===== src/rtl/txeipsum_pkg.sv =====
// Shared Ethernet/IPv4 constants and the ones-complement fold used by the TX
// checksum inserters.
package txeipsum_pkg;

  localparam logic [15:0] ETHERTYPE_IPV4 = 16'h0800;
  localparam int          ETH_HDR_LEN    = 14;
  localparam int          IP_CSUM_OFF    = 24;
  localparam int          ETH_MIN_FRAME  = 60;

  // One result-FIFO entry: insert flag plus the final (inverted) checksum.
  typedef struct packed {
    logic        ins;
    logic [15:0] csum;
  } csum_ent_t;

  // Fold a 17-bit end-around-carry sum to 16 bits. The second add cannot carry:
  // if the first add carried, its low 16 bits are zero.
  function automatic logic [15:0] oc_fold(input logic [16:0] a);
    logic [16:0] t;
    t = {1'b0, a[15:0]} + {16'h0, a[16]};
    return t[15:0] + {15'h0, t[16]};
  endfunction

endpackage


===== src/rtl/txeipsum_if.sv =====
// Byte-stream bus of the TX checksum inserter: frame bytes in, delayed and
// patched frame bytes out. master = upstream/bench, slave = the inserter.
interface txeipsum_if;
  logic       i_en;
  logic       i_v;
  logic [7:0] i_d;
  logic       o_v;
  logic [7:0] o_d;

  modport master (output i_en, i_v, i_d, input  o_v, o_d);
  modport slave  (input  i_en, i_v, i_d, output o_v, o_d);
endinterface


===== src/rtl/txedelay.sv =====
// Circular-buffer delay line, 2^LGDELAY slots of W bits. One write and one
// read every cycle. The read slot is the one the writer reaches next, so the
// combinational output is 2^LGDELAY-1 cycles behind the input; the consumer's
// output register brings the total to exactly 2^LGDELAY.
module txedelay #(
  parameter int LGDELAY = 6,
  parameter int W       = 9
) (
  input  logic         i_clk,
  input  logic         i_reset_n,
  input  logic [W-1:0] i_d,
  output logic [W-1:0] o_d
);
  localparam int N = 1 << LGDELAY;

  logic [W-1:0]       r_mem [N];
  logic [LGDELAY-1:0] r_ptr;
  logic [LGDELAY-1:0] w_rd;

  assign w_rd = r_ptr + 1'b1;
  assign o_d  = r_mem[w_rd];

  // Write the incoming word and advance; reset clears every slot so no stale
  // valid bit survives a mid-frame reset.
  always_ff @(posedge i_clk or negedge i_reset_n) begin
    if (!i_reset_n) begin
      r_ptr <= '0;
      for (int i = 0; i < N; i++) r_mem[i] <= '0;
    end else begin
      r_ptr        <= r_ptr + 1'b1;
      r_mem[r_ptr] <= i_d;
    end
  end

endmodule


===== src/rtl/txeipsum.sv =====
// TX IPv4 header checksum inserter. Sums the IP header as bytes arrive,
// queues the result in a 2-entry FIFO, and patches frame bytes 24-25 as the
// frame leaves a 2^LGDELAY-byte delay line. LGDELAY must be >= 6 so the
// whole header (up to 60 bytes) is summed before byte 24 reaches the output.
// Optional: TXEIPSUM_PASSTHRU_EN keeps a nonzero software-supplied checksum.
module txeipsum
  import txeipsum_pkg::*;
#(
  parameter int LGDELAY = 6
) (
  input  logic     i_clk,
  input  logic     i_reset_n,
  txeipsum_if.slave bus
);

  logic       w_iv;
  logic [7:0] w_id;
  assign w_iv = bus.i_v;
  assign w_id = bus.i_d;

  // ---------------- input side: qualify and sum ----------------
  logic [6:0]  r_c, r_hend;
  logic        r_inv, r_qual, r_etok, r_ipok, r_pushed;
  logic [7:0]  r_hi;
  logic [16:0] r_acc;
  logic [15:0] w_word;
  logic [16:0] w_acc_nx;
  logic        w_hlast, w_abort, w_push, w_ins;
  csum_ent_t   w_ent;

  // The checksum field itself counts as zero.
  assign w_word   = (r_c == 7'(IP_CSUM_OFF + 1)) ? 16'h0 : {r_hi, w_id};
  assign w_acc_nx = {1'b0, r_acc[15:0]} + {16'h0, r_acc[16]} + {1'b0, w_word};
  assign w_hlast  = w_iv && r_ipok && !r_pushed && (r_c == r_hend);
  assign w_abort  = r_inv && !w_iv && !r_pushed;
  assign w_push   = w_hlast || w_abort;
  assign w_ent    = {w_ins, ~oc_fold(w_acc_nx)};

`ifdef TXEIPSUM_PASSTHRU_EN
  logic r_swcs;
  // Remember whether software already filled the checksum field.
  always_ff @(posedge i_clk or negedge i_reset_n) begin
    if (!i_reset_n)                                   r_swcs <= 1'b0;
    else if (!w_iv)                                   r_swcs <= 1'b0;
    else if ((r_c == 7'(IP_CSUM_OFF) || r_c == 7'(IP_CSUM_OFF + 1)) && w_id != 8'h0)
                                                      r_swcs <= 1'b1;
  end
  assign w_ins = w_hlast && r_qual && !r_swcs;
`else
  assign w_ins = w_hlast && r_qual;
`endif

  // Byte counter, frame qualification and header accumulation.
  always_ff @(posedge i_clk or negedge i_reset_n) begin
    if (!i_reset_n) begin
      r_c <= '0; r_hend <= '0; r_inv <= 1'b0; r_qual <= 1'b0; r_etok <= 1'b0;
      r_ipok <= 1'b0; r_pushed <= 1'b0; r_hi <= '0; r_acc <= '0;
    end else begin
      r_inv <= w_iv;
      if (!w_iv) begin
        r_c <= '0; r_etok <= 1'b0; r_ipok <= 1'b0; r_pushed <= 1'b0; r_acc <= '0;
      end else begin
        if (r_c != 7'd127) r_c <= r_c + 7'd1;
        if (r_c == 7'd0)   r_qual <= bus.i_en;
        if (r_c == 7'd12)  r_etok <= (w_id == ETHERTYPE_IPV4[15:8]);
        if (r_c == 7'd13)  r_etok <= r_etok && (w_id == ETHERTYPE_IPV4[7:0]);
        if (r_c == 7'(ETH_HDR_LEN)) begin
          r_ipok <= r_etok && (w_id[7:4] == 4'h4) && (w_id[3:0] >= 4'd5);
          r_hend <= 7'(ETH_HDR_LEN - 1) + {1'b0, w_id[3:0], 2'b00};
        end
        if (!r_c[0]) r_hi <= w_id;
        if (r_ipok && r_c[0] && r_c <= r_hend) r_acc <= w_acc_nx;
        if (w_hlast) r_pushed <= 1'b1;
      end
    end
  end

  // ---------------- result FIFO ----------------
  csum_ent_t [1:0] r_fifo;
  logic            r_wp, r_rp, r_ovf;
  logic [1:0]      r_cnt;
  logic            w_pop, w_push_ok;
  logic            r_ov;
  logic [7:0]      r_od;
  logic [8:0]      w_dl;
  logic            w_dv;
  logic [7:0]      w_dd;

  assign w_dv      = w_dl[8];
  assign w_dd      = w_dl[7:0];
  assign w_pop     = r_ov && !w_dv && (r_cnt != 2'd0);
  assign w_push_ok = w_push && ((r_cnt != 2'd2) || w_pop);

  // Push one entry per frame, pop at the last output byte; a push into a full
  // FIFO is dropped and latched in r_ovf.
  always_ff @(posedge i_clk or negedge i_reset_n) begin
    if (!i_reset_n) begin
      r_fifo <= '0; r_wp <= 1'b0; r_rp <= 1'b0; r_cnt <= '0; r_ovf <= 1'b0;
    end else begin
      if (w_push_ok) begin
        r_fifo[r_wp] <= w_ent;
        r_wp         <= ~r_wp;
      end
      if (w_push && !w_push_ok) r_ovf <= 1'b1;
      if (w_pop) r_rp <= ~r_rp;
      r_cnt <= r_cnt + {1'b0, w_push_ok} - {1'b0, w_pop};
    end
  end

  a_no_ovf: assert property (@(posedge i_clk) disable iff (!i_reset_n) !r_ovf);

  // ---------------- output side ----------------
  txedelay #(.LGDELAY(LGDELAY), .W(9)) u_dly (
    .i_clk     (i_clk),
    .i_reset_n (i_reset_n),
    .i_d       ({w_iv, w_id}),
    .o_d       (w_dl)
  );

  logic [6:0] r_k;
  logic       w_hins;
  csum_ent_t  w_head;

  assign w_head = r_fifo[r_rp];
  assign w_hins = (r_cnt != 2'd0) && w_head.ins;

  // Output byte counter and registered output with checksum substitution.
  always_ff @(posedge i_clk or negedge i_reset_n) begin
    if (!i_reset_n) begin
      r_k <= '0; r_ov <= 1'b0; r_od <= '0;
    end else begin
      r_ov <= w_dv;
      r_od <= w_dd;
      if (!w_dv)               r_k <= '0;
      else if (r_k != 7'd127)  r_k <= r_k + 7'd1;
      if (w_dv && w_hins && r_k == 7'(IP_CSUM_OFF))     r_od <= w_head.csum[15:8];
      if (w_dv && w_hins && r_k == 7'(IP_CSUM_OFF + 1)) r_od <= w_head.csum[7:0];
    end
  end

  assign bus.o_v = r_ov;
  assign bus.o_d = r_od;

endmodule

===== src/flat_wrapper.sv =====
// flat-port wrapper written by rule: the top's interface ports become plain ports
module txeipsum_flat import txeipsum_pkg::*;
#(
  parameter int LGDELAY = 6
)
  (i_clk, i_reset_n, bus_i_en, bus_i_v, bus_i_d, bus_o_v, bus_o_d);
  txeipsum_if bus_i ();
  input  logic i_clk;
  input  logic i_reset_n;
  input wire logic [$bits(bus_i.i_en)-1:0] bus_i_en;
  input wire logic [$bits(bus_i.i_v)-1:0] bus_i_v;
  input wire logic [$bits(bus_i.i_d)-1:0] bus_i_d;
  output wire logic [$bits(bus_i.o_v)-1:0] bus_o_v;
  output wire logic [$bits(bus_i.o_d)-1:0] bus_o_d;
  assign bus_i.i_en = bus_i_en;
  assign bus_i.i_v = bus_i_v;
  assign bus_i.i_d = bus_i_d;
  assign bus_o_v = bus_i.o_v;
  assign bus_o_d = bus_i.o_d;
  txeipsum #(.LGDELAY(LGDELAY)) u_core (.i_clk(i_clk), .i_reset_n(i_reset_n), .bus(bus_i));
endmodule

===== config.mk =====
export PLATFORM = sky130hd
export DESIGN_NAME = txeipsum_flat
export DESIGN_NICKNAME = d
export VERILOG_FILES = /design/src/rtl/txeipsum_pkg.sv /design/src/rtl/txeipsum_if.sv /design/src/rtl/txedelay.sv /design/src/rtl/txeipsum.sv /design/src/flat_wrapper.sv
export SDC_FILE = /design/constraint.sdc
export NUM_CORES = 1
export LEC_CHECK = 0
export CAP_MARGIN = 20
export CORE_MARGIN = 2
export CORE_UTILIZATION = 55
export CTS_BUF_LIST = sky130_fd_sc_hd__clkbuf_4
export CTS_CLUSTER_SIZE = 28
export DETAILED_ROUTE_END_ITERATION = 6
export PLACE_DENSITY_LB_ADDON = 0.3
export SYNTH_ARGS = -nofsm -noshare
export SYNTH_HDL_FRONTEND = slang
export SYNTH_SLANG_ARGS = --single-unit

===== constraint.sdc =====
create_clock -name i_clk -period 14.8 [get_ports i_clk]
set_clock_uncertainty 0.05 [all_clocks]
set_input_delay 1.48 -clock i_clk [delete_from_list [all_inputs] [get_ports i_clk]]
set_output_delay 1.48 -clock i_clk [all_outputs]
set_load 0.05 [all_outputs]

## Yosys cells after proc, flatten, opt, wreduce, memory -nomap -nowiden

Cells that the tools add are included.

- Add/sub/neg operators: 10
- Magnitude comparators: 8
- Equal/unequal tests: 18
- Muxes and demuxes: 27
- Bitwise gates (word level): 6
- Reductions and logical operators: 31

Operator list:

| cell | number |
|---|---|
| bitwise mux 576 bit | 1 |
| two-way mux 17 bit | 5 |
| binary-select mux 9 bit (select 6 bit) | 1 |
| demux 9 bit (select 6 bit) | 1 |
| adder 16 x 1 -> 17 bit | 2 |
| bitwise mux 34 bit | 1 |
| two-way mux 7 bit | 4 |
| two-way mux 9 bit | 3 |
| == test 7 x 4 -> 1 bit (second input constant) | 3 |
| == test 7 x 5 -> 1 bit (second input constant) | 3 |
| logical AND 1 bit | 20 |
| adder 17 x 16 -> 17 bit | 1 |
| demux 17 bit (select 1 bit) | 1 |
| adder 16 x 1 -> 16 bit | 1 |
| two-way mux 16 bit | 1 |
| two-way mux 8 bit | 2 |
| inverter 16 bit | 1 |
| adder 7 x 1 -> 7 bit (second input constant) | 2 |
| >= comparator 7 bit (second input constant) | 2 |
| != test 7 bit (second input constant) | 2 |
| inverter 6 -> 7 bit | 2 |
| == test 8 x 4 -> 1 bit (second input constant) | 1 |
| logical NOT 8 bit | 1 |
| != test 2 x 1 -> 1 bit (second input constant) | 4 |
| 20 further kinds | 35 |

- Flip-flop bits (word level): 680
- Input port bits: 12
- Output and inout port bits: 9
- Logic and storage cells: 184

## Depth between registers and ports, before layout

- Depth in word-level cells: 12
- Mapped depth: 30
- Mapped depth without buffers: 29

## Hierarchy

Synthesis repeated with hierarchy kept, for this count alone.

- Cells, all modules: 2,420
- Area total of the unflattened synthesis: 33,208.1 um^2

By module, submodules not included:

| module | times used | cells each | area an instance (um^2) | sequential area each (um^2) |
|---|---|---|---|---|
| txedelay | 1 | 1,795 | 27,108.5 | 14,564.0 |
| txeipsum | 1 | 625 | 6,099.6 | 2,427.3 |

## Worst setup path after synthesis

Ideal clock, no wire load.

- Path kind: input to register
- Start point: input port bus_i_d[0]
- End point: register u_core.r_fifo[14] in the netlist's numbering
- Setup time: 95 ps
- Data arrival time: 6,506 ps
- Required time: 14,655 ps
- Setup slack: 8,148 ps
- Stages: 26
- Buffers on the path: 1
- Path through: clkbuf_1 -> nand2_1 -> fa_1 -> fa_1 -> nor2b_1 -> o2111a_1 -> o31a_1 -> a211oi_1 -> nor2b_1 -> nor2_1 -> nor2b_1 -> o21ai_0 -> nand2b_1 -> ha_1 -> ha_1 -> and2_1 -> nand3_1 -> nor3_1 -> and4b_1 -> ha_1 -> and3_1 -> nand2_1 -> nor4_1 -> a32oi_1 -> o21a_1 -> o31ai_1

- Longest elaborated chain between the ends: 6

Ends and longest elaborated chain:

| item | line | source |
|---|---|---|
| start, declared | flat_wrapper.sv:12 | `input wire logic [$bits(bus_i.i_d)-1:0] bus_i_d;` |
| two-way mux 16 bit | txeipsum.sv:32 | `assign w_word = (r_c == 7'(IP_CSUM_OFF + 1)) ? 16'h0 : {r_hi, w_id};` |
| adder 17 x 16 -> 17 bit | txeipsum.sv:33 | `assign w_acc_nx = {1'b0, r_acc[15:0]} + {16'h0, r_acc[16]} + {1'b0, w_word};` |
| adder 16 x 1 -> 17 bit | txeipsum_pkg.sv:20 | `t = {1'b0, a[15:0]} + {16'h0, a[16]};` |
| adder 16 x 1 -> 16 bit | txeipsum_pkg.sv:21 | `return t[15:0] + {15'h0, t[16]};` |
| inverter 16 bit | txeipsum.sv:37 | `assign w_ent = {w_ins, ~oc_fold(w_acc_nx)};` |
| bitwise mux 34 bit | txeipsum.sv:101 | `r_fifo[r_wp] <= w_ent;` |
| end signal, assigned by index | txeipsum.sv:101 |  |
| end, declared | txeipsum.sv:79 | `csum_ent_t [1:0] r_fifo;` |

No other way between the ends.
A chain may end at the register's enable or synchronous reset.

## Worst setup path after layout

- Start point: register u_core.r_c[1]
- End point: register u_core.r_fifo[31] in the netlist's numbering

- Longest elaborated chain between the ends: 7
- Elaborated cells on any way between the ends: 11
- Classes of those cells: 3 x add/sub; 2 x eq/ne; 2 x mux; 1 x bitwise; 3 x reduce/logical

Ends and longest elaborated chain:

| item | line | source |
|---|---|---|
| start, declared | txeipsum.sv:22 | `logic [6:0] r_c, r_hend;` |
| start signal, assigned | txeipsum.sv:63 | `if (r_c != 7'd127) r_c <= r_c + 7'd1;` |
| == test 7 x 5 -> 1 bit | txeipsum.sv:32 |  |
| two-way mux 16 bit | txeipsum.sv:32 |  |
| adder 17 x 16 -> 17 bit | txeipsum.sv:33 |  |
| adder 16 x 1 -> 17 bit | txeipsum_pkg.sv:20 |  |
| adder 16 x 1 -> 16 bit | txeipsum_pkg.sv:21 |  |
| inverter 16 bit | txeipsum.sv:37 |  |
| bitwise mux 34 bit | txeipsum.sv:101 |  |

Several ways; a longest one is shown, not always the timed one.

==> flow_summary.ini <==
[clock_tree]
cts.htree.levels = 4
path_clk_slew_ns = 0.06
cts_tree = built
hold_buffers = 0
cts_root_buf = clkbuf_4
cts_resized = 0
postCtsSetupBuffers = 0
clock-sinks = 679
numCtsBuffers = 173
insertion_delay_ns = 1.03
clock_path_buffers = 3

[logic_synthesis]
synth-main-ff-cell = dfrtp_1
avgSynthCellArea_um2 = 13.8
synth_edf_count = 0
synth-seq-cells = 679
yosysWarningCount = 0
synthTopCellsByArea = dfrtp_1, mux2_2, mux4_2, nand2_1, clkbuf_1
synth_top_area_cell = dfrtp_1
synth_top_area_share_pct = 52.5
synth_fp_nets = 2392
ys_types = 68
syn_area_um2 = 32300
synth_cells = 2340
ys_seq_area_share_pct = 52.5
synth-async-reset-ratio_pct = 100

[sta]
rsz0062_at_grt = false
fmax_ghz = 0.140
worstMarginPinSlew_ns = 1.10
setup_tns_ns = 0
setup_viol = 0
relSlewSlack_pct = 26.4
period_share_pct = 48.2
final_max_slew_viol_count = 0
hold_violations = 0
period_needed_ns = 7.13
holdWs_ns = 0.428

[global_routing]
track_usage_pct = 25.3
overflow = 0
grt_pass1_vias = 21200
grt_antenna_before_repair = 3
grt_pass1_wl_mm = 118
grt_max_degree = 194

[layout]
design_area_um2 = 35400
syn2layout_area_growth_pct = 9.33
nets = 2444
nFillCells = 4448
mostFrequentLayoutCell = dfrtp_1
fin_util_pct = 61.0
layout-drive-gt1-share_pct = 41.4
mostFrequentLayoutCells = dfrtp_1, mux2_2, clkbuf_4

[power_and_ir_drop]
pwr-share-clk_pct = 41.0
power_frac_seq_pct = 50.7
comb_power_share_pct = 8.3
power.internal_mw = 3.03
p_per_area_nw_per_um2 = 114
p_sw_mw = 1.00
p_leak_nw = 15.6
ir_drop_mv = 0.0929
power_mw = 4.04
switching_share_pct = 24.9

[critical_path]
max_stage_delay_ns = 0.67
criticalPathCategory = reg2reg
r2r-start = u_core.r_c[1]
r2r_setup_slack_ns = 7.67
required_ns = 15.66
startpoint_type = flip-flop
endpoint_kind = flip-flop
reg2reg_depth = 29
crit_family = simple AND/OR/NAND/NOR gates
r2r-end = u_core.r_fifo[31]
worst-path-max-fanout = 16
critical_path.n_buffers_inverters = 1
crit_path_top_delay_cell = nor4_1
critPathArrivalTime_ns = 7.99

[place]
gp_congestion = 0.928
io_buffers = 20
dpl.hpwl_mm = 46.9
placed_area_um2 = 33100

[detailed_routing]
drc_errors = 0
ant_nets = 0
wl_mm = 72.7
vias = 19900
wl_per_cell_um = 22.2
drt-pass1-iter-count = 5
vias_per_cell = 6.06
dr.first_iter.drc_count = 1364

[hold_path]
whs_endpoint = u_core.r_hend[0]
min-delay-start = u_core.r_hend[0]
worst_hold_path_type = reg2reg
worstHoldPathCells = 1

[floorplan]
core_area_um2 = 57900
dieWidth_um = 246
initial_utilization_pct = 55.8
dieArea_um2 = 60800
fp-row-count = 88
die-height_um = 246
ios = 21

[run]
maxCapViolCount = 0

[status]
status = completed
final cells by class:
type	count	area, um^2	area share (%)
Timing Repair Buffer	51	455	1.29
Sequential cell	679	17000	48.1
Clock buffer	255	1910	5.41
Tap cell	765	957	2.71
Antenna cell	8	20.0	0.0566
Multi-Input combinational cell	1458	14600	41.2
Clock inverter	33	337	0.952
Inverter	29	109	0.308
through the flow:
stage | cells | worst slack, ns
2_1_floorplan | 2340 | 8.15
3_3_place_gp | 2980 | 7.17
3_5_place_dp | 2980 | 6.99
4_1_cts | 3268 | 7.73
5_1_grt | 3278 | 7.05
6_report | 3278 | 7.67
cells by family after synthesis:
family | share of synthesized area (%)
muxes | 32.0
DFF | 52.5
and+or+nand+nor | 6.18
AOI/OAI and AO/OA | 4.05
buffers and inverters | 2.47
xor gates and xnor gates | 1.14
adders and majority gates | 1.59
flip-flops by register name, indices dropped and copies added (netlist names):
name                count
u_core.bus.o_d          8
u_core.bus.o_v          1
u_core.r_acc           17
u_core.r_c              7
u_core.r_cnt            2
u_core.r_etok           1
u_core.r_fifo          34
u_core.r_hend           6
u_core.r_hi             8
u_core.r_inv            1
u_core.r_ipok           1
u_core.r_k              7
u_core.r_pushed         1
u_core.r_qual           1
u_core.r_rp             1
u_core.r_wp             1
u_core.u_dly.r_mem    576
u_core.u_dly.r_ptr      6
power by group through the flow:
stage | Clock [mW] | Sequential, mW | Combinational (mW)
floorplan | 0 | 2.05 | 0.241
global placement | 0 | 2.07 | 0.322
detailed placement | 0 | 2.08 | 0.337
CTS | 1.70 | 2.05 | 0.338
global route | 1.80 | 2.06 | 0.371
finish | 1.66 | 2.05 | 0.334
synthesized netlist by cell type, types with 23 or more instances:
master,number
ha_1,38
mux4_2,180
xnor2_1,25
and3_1,24
nor2_1,75
dfrtp_1,679
clkbuf_1,148
inv_1,27
mux2i_1,25
a21oi_1,35
o21ai_0,98
nand2_1,183
and2_1,23
mux2_2,532
nor2b_1,31
how the worst max path moves through the flow:
stage	endpoint	slack, ns	cells past startpoint	start
after floorplan	u_core.r_fifo[14]	8.15	26	bus_i_d[0]
after global placement	u_core.r_fifo[14]	7.17	26	bus_i_d[1]
after detailed placement	u_core.r_fifo[31]	6.99	26	bus_i_d[1]
after CTS	u_core.r_fifo[31]	7.73	29	u_core.r_c[1]
after global routing	u_core.r_fifo[31]	7.05	29	u_core.r_c[1]
final	u_core.r_fifo[31]	7.67	29	u_core.r_c[1]
layer usage:
layer  wire length (um)  vias up  GRT usage, %
met5                 10        -             0
met4               1920        2          9.48
met3               3590      134          5.75
met2              34700      511          39.9
met1              32500    10500          34.6
li1                   -     8738             -
(Power assumes the default switching activity.)
